[src/rtl/adc_capture_ctrl.sv]
// adc_capture_ctrl: sequencing controller for the 12-bit parallel ADC front end.
// Divides clk into the converter sample clock, qualifies one signed sample per
// sample period, arms on start, waits for a level-crossing trigger (or the
// auto-trigger timeout), then writes a block of samples into a single-port RAM.
//
// Ports:
//   clk, rst_n        system clock, asynchronous active-low reset
//   start, abort      one-cycle control pulses (abort wins over start)
//   div               sample period in clk cycles (values < 2 act as 2)
//   depth             block length; 0 means 2^ADDR_W samples
//   trig_mode         0/3 immediate, 1 rising crossing, 2 falling crossing
//   trig_level        signed trigger threshold
//   timeout           samples to wait in ARM before forcing a trigger; 0 disables
//   adc_data_s        signed sample from the ADC receive stage
//   adc_clk           sample clock to the converter
//   wr_en/addr/data   capture RAM write port (one-cycle write strobe)
//   busy, done        acquisition in progress / one-cycle completion pulse
//   forced            last acquisition was auto-triggered (held until next start)
module adc_capture_ctrl #(
  parameter int unsigned DIV_W  = 16,
  parameter int unsigned ADDR_W = 10,
  parameter int unsigned TMO_W  = 20
) (
  input  logic                     clk,
  input  logic                     rst_n,
  input  logic                     start,
  input  logic                     abort,
  input  logic [DIV_W-1:0]         div,
  input  logic [ADDR_W-1:0]        depth,
  input  logic [1:0]               trig_mode,
  input  logic signed [11:0]       trig_level,
  input  logic [TMO_W-1:0]         timeout,
  input  logic signed [11:0]       adc_data_s,
  output logic                     adc_clk,
  output logic                     wr_en,
  output logic [ADDR_W-1:0]        wr_addr,
  output logic signed [11:0]       wr_data,
  output logic                     busy,
  output logic                     done,
  output logic                     forced
);

  localparam logic [DIV_W-1:0] DIV_MIN = DIV_W'(2);

  typedef enum logic [1:0] {
    S_IDLE    = 2'd0,
    S_ARM     = 2'd1,
    S_CAPTURE = 2'd2,
    S_DONE    = 2'd3
  } state_t;

  state_t                    r_state;
  state_t                    w_state_nxt;

  // Divider and latched configuration
  logic [DIV_W-1:0]          r_cnt;
  logic [DIV_W-1:0]          r_d;
  logic [DIV_W-1:0]          r_div_lat;
  logic [ADDR_W-1:0]         r_depth;
  logic [1:0]                r_mode;
  logic signed [11:0]        r_level;
  logic [TMO_W-1:0]          r_tmo;

  // Acquisition state
  logic signed [11:0]        r_cur;
  logic [ADDR_W-1:0]         r_addr;
  logic [TMO_W-1:0]          r_tcnt;
  logic                      r_first;

  // Registered outputs
  logic                      r_adc_clk;
  logic                      r_wr_en;
  logic [ADDR_W-1:0]         r_wr_addr;
  logic signed [11:0]        r_wr_data;
  logic                      r_busy;
  logic                      r_done;
  logic                      r_forced;

  logic                      w_s_stb;
  logic [DIV_W-1:0]          w_cnt_nxt;
  logic [DIV_W-1:0]          w_d_nxt;
  logic                      w_start_acc;
  logic                      w_rise;
  logic                      w_fall;
  logic                      w_hit;
  logic                      w_tmo_hit;
  logic                      w_last;
  logic [TMO_W-1:0]          w_tcnt_inc;
  logic                      w_wr_fire;
  logic                      w_done_nxt;
  logic                      w_forced_nxt;
  logic                      w_first_nxt;
  logic [ADDR_W-1:0]         w_addr_nxt;
  logic [TMO_W-1:0]          w_tcnt_nxt;

  // Free-running divider; a newly latched period is adopted only at the wrap
  assign w_s_stb = (r_cnt == (r_d - DIV_W'(1)));

  always_comb begin
    w_cnt_nxt = r_cnt + DIV_W'(1);
    w_d_nxt   = r_d;
    if (w_s_stb) begin
      w_cnt_nxt = '0;
      w_d_nxt   = r_div_lat;
    end
  end

  always_ff @(posedge clk or negedge rst_n) begin
    if (!rst_n) begin
      r_cnt     <= '0;
      r_d       <= DIV_MIN;
      r_adc_clk <= 1'b1;
    end else begin
      r_cnt     <= w_cnt_nxt;
      r_d       <= w_d_nxt;
      r_adc_clk <= (w_cnt_nxt < (w_d_nxt >> 1));
    end
  end

  assign w_start_acc = (r_state == S_IDLE) && start && !abort;

  // Configuration latched on an accepted start
  always_ff @(posedge clk or negedge rst_n) begin
    if (!rst_n) begin
      r_div_lat <= DIV_MIN;
      r_depth   <= '0;
      r_mode    <= 2'd0;
      r_level   <= '0;
      r_tmo     <= '0;
    end else if (w_start_acc) begin
      r_div_lat <= (div < DIV_MIN) ? DIV_MIN : div;
      r_depth   <= depth;
      r_mode    <= trig_mode;
      r_level   <= trig_level;
      r_tmo     <= timeout;
    end
  end

  // Crossing is judged on the pair (previous sample, sample arriving on this strobe)
  assign w_rise     = (r_cur < r_level) && (adc_data_s >= r_level);
  assign w_fall     = (r_cur > r_level) && (adc_data_s <= r_level);
  assign w_tcnt_inc = r_tcnt + TMO_W'(1);
  assign w_tmo_hit  = (r_tmo != '0) && (w_tcnt_inc == r_tmo);
  // depth 0 wraps to all-ones, giving a full 2^ADDR_W block
  assign w_last     = (r_addr == (r_depth - ADDR_W'(1)));

  always_comb begin
    unique case (r_mode)
      2'd1:    w_hit = w_rise && !r_first;
      2'd2:    w_hit = w_fall && !r_first;
      default: w_hit = 1'b1;
    endcase
  end

  // Next-state and write sequencing
  always_comb begin
    w_state_nxt  = r_state;
    w_wr_fire    = 1'b0;
    w_done_nxt   = 1'b0;
    w_forced_nxt = r_forced;
    w_first_nxt  = r_first;
    w_addr_nxt   = r_addr;
    w_tcnt_nxt   = r_tcnt;

    unique case (r_state)
      S_IDLE: begin
        if (w_start_acc) begin
          w_state_nxt  = S_ARM;
          w_forced_nxt = 1'b0;
          w_first_nxt  = 1'b1;
          w_addr_nxt   = '0;
          w_tcnt_nxt   = '0;
        end
      end
      S_ARM: begin
        if (w_s_stb) begin
          w_first_nxt = 1'b0;
          w_tcnt_nxt  = w_tcnt_inc;
          if (w_hit || w_tmo_hit) begin
            // Triggering sample is written as sample 0 of the block
            w_wr_fire    = 1'b1;
            w_forced_nxt = !w_hit;
            w_addr_nxt   = r_addr + ADDR_W'(1);
            w_state_nxt  = w_last ? S_DONE : S_CAPTURE;
          end
        end
      end
      S_CAPTURE: begin
        if (w_s_stb) begin
          w_wr_fire   = 1'b1;
          w_addr_nxt  = r_addr + ADDR_W'(1);
          w_state_nxt = w_last ? S_DONE : S_CAPTURE;
        end
      end
      S_DONE: begin
        w_state_nxt = S_IDLE;
        w_done_nxt  = 1'b1;
      end
      default: w_state_nxt = S_IDLE;
    endcase

    if (abort) begin
      w_state_nxt = S_IDLE;
      w_wr_fire   = 1'b0;
      w_done_nxt  = 1'b0;
      w_addr_nxt  = '0;
      w_tcnt_nxt  = '0;
    end
  end

  always_ff @(posedge clk or negedge rst_n) begin
    if (!rst_n) begin
      r_state <= S_IDLE;
    end else begin
      r_state <= w_state_nxt;
    end
  end

  // Sample capture, counters and registered outputs
  always_ff @(posedge clk or negedge rst_n) begin
    if (!rst_n) begin
      r_cur     <= '0;
      r_addr    <= '0;
      r_tcnt    <= '0;
      r_first   <= 1'b0;
      r_wr_en   <= 1'b0;
      r_wr_addr <= '0;
      r_wr_data <= '0;
      r_busy    <= 1'b0;
      r_done    <= 1'b0;
      r_forced  <= 1'b0;
    end else begin
      if (w_s_stb) begin
        r_cur <= adc_data_s;
      end
      r_addr   <= w_addr_nxt;
      r_tcnt   <= w_tcnt_nxt;
      r_first  <= w_first_nxt;
      r_wr_en  <= w_wr_fire;
      if (w_wr_fire) begin
        r_wr_addr <= r_addr;
        r_wr_data <= adc_data_s;
      end
      // DONE is the last busy cycle so busy falls together with the done pulse
      r_busy   <= (w_state_nxt != S_IDLE);
      r_done   <= w_done_nxt;
      r_forced <= w_forced_nxt;
    end
  end

  assign adc_clk = r_adc_clk;
  assign wr_en   = r_wr_en;
  assign wr_addr = r_wr_addr;
  assign wr_data = r_wr_data;
  assign busy    = r_busy;
  assign done    = r_done;
  assign forced  = r_forced;

endmodule
[config.mk]
export PLATFORM = sky130hd
export DESIGN_NAME = adc_capture_ctrl
export DESIGN_NICKNAME = d
export VERILOG_FILES = /design/src/rtl/adc_capture_ctrl.sv
export SDC_FILE = /design/constraint.sdc
export NUM_CORES = 1
export LEC_CHECK = 0
export BUFFER_PORTS_ARGS = -buffer_cell sky130_fd_sc_hd__buf_2
export CORE_ASPECT_RATIO = 0.9
export CORE_MARGIN = 8
export CORE_UTILIZATION = 54
export DETAILED_ROUTE_END_ITERATION = 10
export PLACE_DENSITY_LB_ADDON = 0.12
export SYNTH_ARGS = -nofsm -noshare
export SYNTH_HDL_FRONTEND = slang
export SYNTH_SLANG_ARGS = --single-unit
export TNS_END_PERCENT = 30
[constraint.sdc]
create_clock -name clk -period 5.3 [get_ports clk]
set_clock_uncertainty 0.15 [all_clocks]
set_input_delay 1.06 -clock clk [delete_from_list [all_inputs] [get_ports clk]]
set_output_delay 1.06 -clock clk [all_outputs]
set_load 0.02 [all_outputs]
**After elaboration in Yosys (flattened, before gate mapping)**

Cells that the tools add are included.

- Bits in registers: 164
- Latch bits: 0
- Bits in writable memories: 0
- Memory bits (read-only): 0
- Input port bits: 76
- Output and inout port bits: 27
- Logic and storage cells: 102
- Memories kept: 0

- Add/subtract/negate cells: 5
- $mul: 0
- Div/mod/pow operators: 0
- Order comparisons: 6
- Equal/unequal tests: 15
- Shift operators: 0
- Muxes and demuxes: 35
- Bitwise logic cells: 0
- Reductions and logical operators: 21

Operator list:

| operator | count |
|---|---|
| 2-to-1 mux 20 bit | 3 |
| 2-to-1 mux 10 bit | 5 |
| 2-to-1 mux 16 bit | 3 |
| one-hot mux 20 bit (2 select lines) | 1 |
| one-hot mux 10 bit (3 select lines) | 1 |
| adder 20 x 1 -> 20 bit, second input constant | 1 |
| == test 20 bit | 1 |
| nonzero test 20 bit | 1 |
| adder 16 x 1 -> 16 bit, second input constant | 1 |
| == test 16 bit | 1 |
| less-than comparator 16 x 15 -> 1 bit | 1 |
| less-than comparator 16 x 2 -> 1 bit, second input constant | 1 |
| subtractor 16 x 1 -> 16 bit, second input constant | 1 |
| >= comparator 12 bit | 1 |
| greater-than comparator 12 bit | 1 |
| <= comparator 12 bit | 1 |
| less-than comparator 12 bit | 1 |
| 2-to-1 mux 1 bit | 12 |
| inequality test 3 bit, second input constant | 4 |
| adder 10 x 1 -> 10 bit, second input constant | 1 |
| == test 10 bit | 1 |
| 2-to-1 mux 2 bit | 5 |
| subtractor 10 x 1 -> 10 bit, second input constant | 1 |
| one-hot mux 1 bit (2 select lines) | 4 |
| other kinds (14) | 29 |

**Logic depth before layout (Yosys ltp)**

- Word-level depth: 10
- Gate-level depth with buffers: 19

**Least setup slack after synthesis**

No wires, ideal clock.

- Path kind: register -> register
- From: register r_d[4]
- To: register r_adc_clk, in the netlist adc_clk
- Library setup time: 0.077 ns
- Arrival: 4.791 ns
- Required time: 5.073 ns
- Setup slack: 0.281 ns
- Cell stages (with the launch flop): 18
- Buffers on the path: 4
- Period minus slack after synthesis: 5.019 ns
- Cells stage by stage: dfrtp_1 buf_6 or4_4 or4_4 or3_1 a2111oi_2 nand4_1 nor2_1 buf_2 clkbuf_1 buf_1 nor2_1 ha_1 and3_1 and3_1 a221o_1 a211o_1 a31oi_1

- Cells in the longest elaborated chain, start to end: 4
- Elaborated cells on any way between the ends: 5
- Those cells by class: 1 x add/sub; 1 x order compare; 1 x eq/ne; 2 x mux

RTL lines:

| element | line | RTL |
|---|---|---|
| from (decl) | 57 | `logic [DIV_W-1:0] r_d;` |
| from (signal assigned) | 115 | `r_d <= w_d_nxt;` |
| subtractor 16 x 1 -> 16 bit | 97 | `assign w_s_stb = (r_cnt == (r_d - DIV_W'(1)));` |
| == test 16 bit | 97 |  |
| 2-to-1 mux 16 bit | 102 | `if (w_s_stb) begin` |
| named net w_cnt_nxt[14] | 80 | `logic [DIV_W-1:0] w_cnt_nxt;` |
| less-than comparator 16 x 15 -> 1 bit | 116 | `r_adc_clk <= (w_cnt_nxt < (w_d_nxt >> 1));` |
| to (signal assigned) | 116 |  |
| to (decl) | 71 | `logic r_adc_clk;` |

The timed path passes the listed nets, and every way through them passes these cells.
A chain may end at the register's enable or synchronous reset.

**Worst setup path in the final report**

- From: register r_d[8]
- To: register r_adc_clk, in the netlist adc_clk

- Cells in the longest elaborated chain, start to end: 4
- Elaborated cells on any way between the ends: 5
- Those cells by class: 1 x add/sub; 1 x order compare; 1 x eq/ne; 2 x mux

RTL lines:

| element | line |
|---|---|
| subtractor 16 x 1 -> 16 bit | 97 |
| == test 16 bit | 97 |
| 2-to-1 mux 16 bit | 102 |
| less-than comparator 16 x 15 -> 1 bit (*) | 116 |

Mark *: on every way between the ends. The rest lies on a longest branch, timed or not.

==> metrics <==
Syn Area/Cell=10.46 sq um; core footprint=17,380 sq um; worst vdd ir=0.0002312 V; Int Power=2.396 mW; Core Rows=46; Final period util=0.9454; grt ovf=0; drt wl/cell=17.47 um; global-route wire length before repair=36.47 mm; commonest non-fill, non-tap cell in the layout=dfrtp_1; crit end category=register; Yosys warnings=0; status=finished, final reports clean; CP max FO=37; placed insts=1,208; Critical Path End=adc_clk; fin. max-slew vios=0; post-CTS setup buffer count=0; fraction of layout cells with a size suffix above 1=0.2530; Netlist cell types=69; Worst EP arrival=5220 ps; Req. time, crit path=5510 ps; vias per inst=5.681; min Tclk post-route=5011 ps; Logic pwr share=0.179; die area=21,990 sq um; Pwr Total=3.356 mW; Critical-path top delay cell=or4_1; Critical Path, Cell by Cell=or4_1, or4_4, or3_1, a2111oi_2, nand4_1, nor2_4, buf_12, mux2i_1, ha_1, nand4_1, nor2_1, and3_1, a221o_1, a211o_1, a31oi_1; Max-slew headroom=0.3707; CTS sink cnt=164; drc violations=0; Sw Ratio=0.2861; Slew @ Worst Pin=944.0 ps; post-layout util=0.6181; num ports=103; final WL=21.69 mm; power per cell area=312.4 nW/um^2; CTS resizes=0; post-synthesis sequential area ratio=0.4348; number of synthesized flops with an enable pin=0; most frequent CP cell=nand4_1; Longest Clk Path Bufs=2; sequential share of power=0.446; Layout fillers=1,495; r2r endpoint=adc_clk; crit-path max cell delay=580 ps; post-DP HPWL=15.36 mm; Worst Setup SP=r_d[8]; fmax=0.1996 GHz; number of global-route vias before repair=7,094; final setup fails=0; nets=1,112; Die Ht=141.5 um; commonest non-fill, non-tap cells in the layout=dfrtp_1, buf_2, mux2_2; Worst Setup Path Type=reg2reg; FF/Latch Area=4108 sq um; input/output buffers=102; prevailing post-synth register cell=dfrtp_1; Mapped Area=9447 sq um; Worst R2R Path Depth=15; Syn Nets=1,028; DR vias=7,050; clock share of power=0.375; ranking of synthesized cells by area=dfrtp_1, mux2_2, ha_1; Leak=4.923 nW; setup TNS=0 ps; Skew-Pair Late Insertion Delay=430 ps; Async S/R FF share, synth=1.000; H-tree depth=4; number of synthesized register bits=164; max cap viols=0; Fin. Hold Viols=0; Area Overhead vs Synth=13.72%; Post-Synthesis Cells=903; initial antenna violation count=2; DRT iter0 DRCs=453; Initial Util=0.5435; largest net degree at the start of global routing=96; min-delay worst type=reg2reg; non-filler cells, final=1,241; TritonRoute pass-1 iters=4; total CTS buffers=17; Net Sw Power=0.9603 mW; RSZ-0062 raised after global routing=false; R2R Setup Slk=290 ps; GR Util All Layers=0.2052; CTS tree=yes; gpl congestion=0.8494; area share of the largest cell type after synthesis=0.4265; CP Launch Type=register; area of the multi-input gates=4938 sq um; clock root cell=clkbuf_16; Routed Antenna Nets=0; Worst-path clk slew=70 ps; width of the die=155.4 um; Hold-fix buffers, CTS=0; reg2reg start=r_d[8]; largest area contributor in the netlist=dfrtp_1
[sequential cells by signal, indices dropped and copies added, names as in the netlist]
| name | count |
|---|---|
| r_tcnt | 20 |
| r_tmo | 20 |
| r_cnt | 16 |
| r_d | 16 |
| r_div_lat | 16 |
| r_cur | 12 |
| r_level | 12 |
| wr_data | 12 |
| r_addr | 10 |
| r_depth | 10 |
| wr_addr | 10 |
| r_mode | 2 |
| r_state | 2 |
| adc_clk | 1 |
| busy | 1 |
| done | 1 |
| forced | 1 |
| r_first | 1 |
| wr_en | 1 |
[Yosys cell counts, drive strengths merged, types with 20 or more instances]
cell	number
mux2i	21
nor4	20
xor2	32
xnor2	42
a31oi	22
clkbuf	30
ha	49
a21oi	36
nand3	36
o21ai	27
dfrtp	161
inv	58
nor2	39
mux2	92
nand2	37
[power groups by stage]
stage	combinational (mW)	sequential, mW	clock, mW
floorplan	0.446	1.48	0
global placement	0.592	1.52	0
detailed placement	0.602	1.52	0
CTS	0.607	1.50	1.28
global route	0.678	1.52	1.34
finish	0.600	1.50	1.26
[worst min-delay path by stage]
stage / slack, ps / start / cells after the start / to
after floorplan: 300 / r_div_lat[0] / 2 / r_d[0]
after global placement: 330 / wr_data[6] / 1 / wr_data[6]
after detailed placement: 340 / wr_addr[6] / 1 / wr_addr[6]
after CTS: 350 / wr_addr[6] / 1 / wr_addr[6]
after global routing: 360 / wr_data[3] / 1 / wr_data[3]
final: 350 / wr_data[10] / 1 / wr_data[10]
[cells by family after synthesis]
| family | synth area share |
|---|---|
| fa+ha+maj | 0.06490 |
| compound gates | 0.1196 |
| simple gates | 0.1350 |
| xor+xnor | 0.06861 |
| mux | 0.1319 |
| buf+inv | 0.04517 |
| flops | 0.4348 |
[layout make-up]
cell class                 instances  share of cell area
clock inverter                    13             0.01374
sequential                       164              0.3824
timing repair buffer             109             0.05416
multi-input combinational        636              0.4597
clock buffer                      19             0.04123
antenna                            1           0.0002329
tap                              240             0.02795
inverter                          59             0.02061
[stage by stage]
step / hold WS (ps) / setup WS (ps) / area (sq um)
global route: 359.3 / 3.204 / 10740
CTS: 352.9 / 302.4 / 10740
finish: 349.8 / 289.4 / 10740
detailed placement: 337.8 / 379.3 / 10150
global placement: 331.7 / 451.5 / 10150
floorplan: 300.2 / 281.5 / 9447
[worst max-delay path: cells and delay by family (launching register included)]
kind | cells | cell delay [ps]
mux | 1 | 280
compound gates | 4 | 1060
fa+ha+maj | 1 | 300
simple gates | 8 | 2430
flops | 1 | 460
buf+inv | 1 | 240
[per-layer routing]
metal	GRT usage	part of all wire
met1	0.2839	0.48
met2	0.3087	0.45
met3	0.05868	0.054
met4	0.05765	0.013
met5	0	0.00055
No activity file was read; power rests on OpenSTA's default activity.
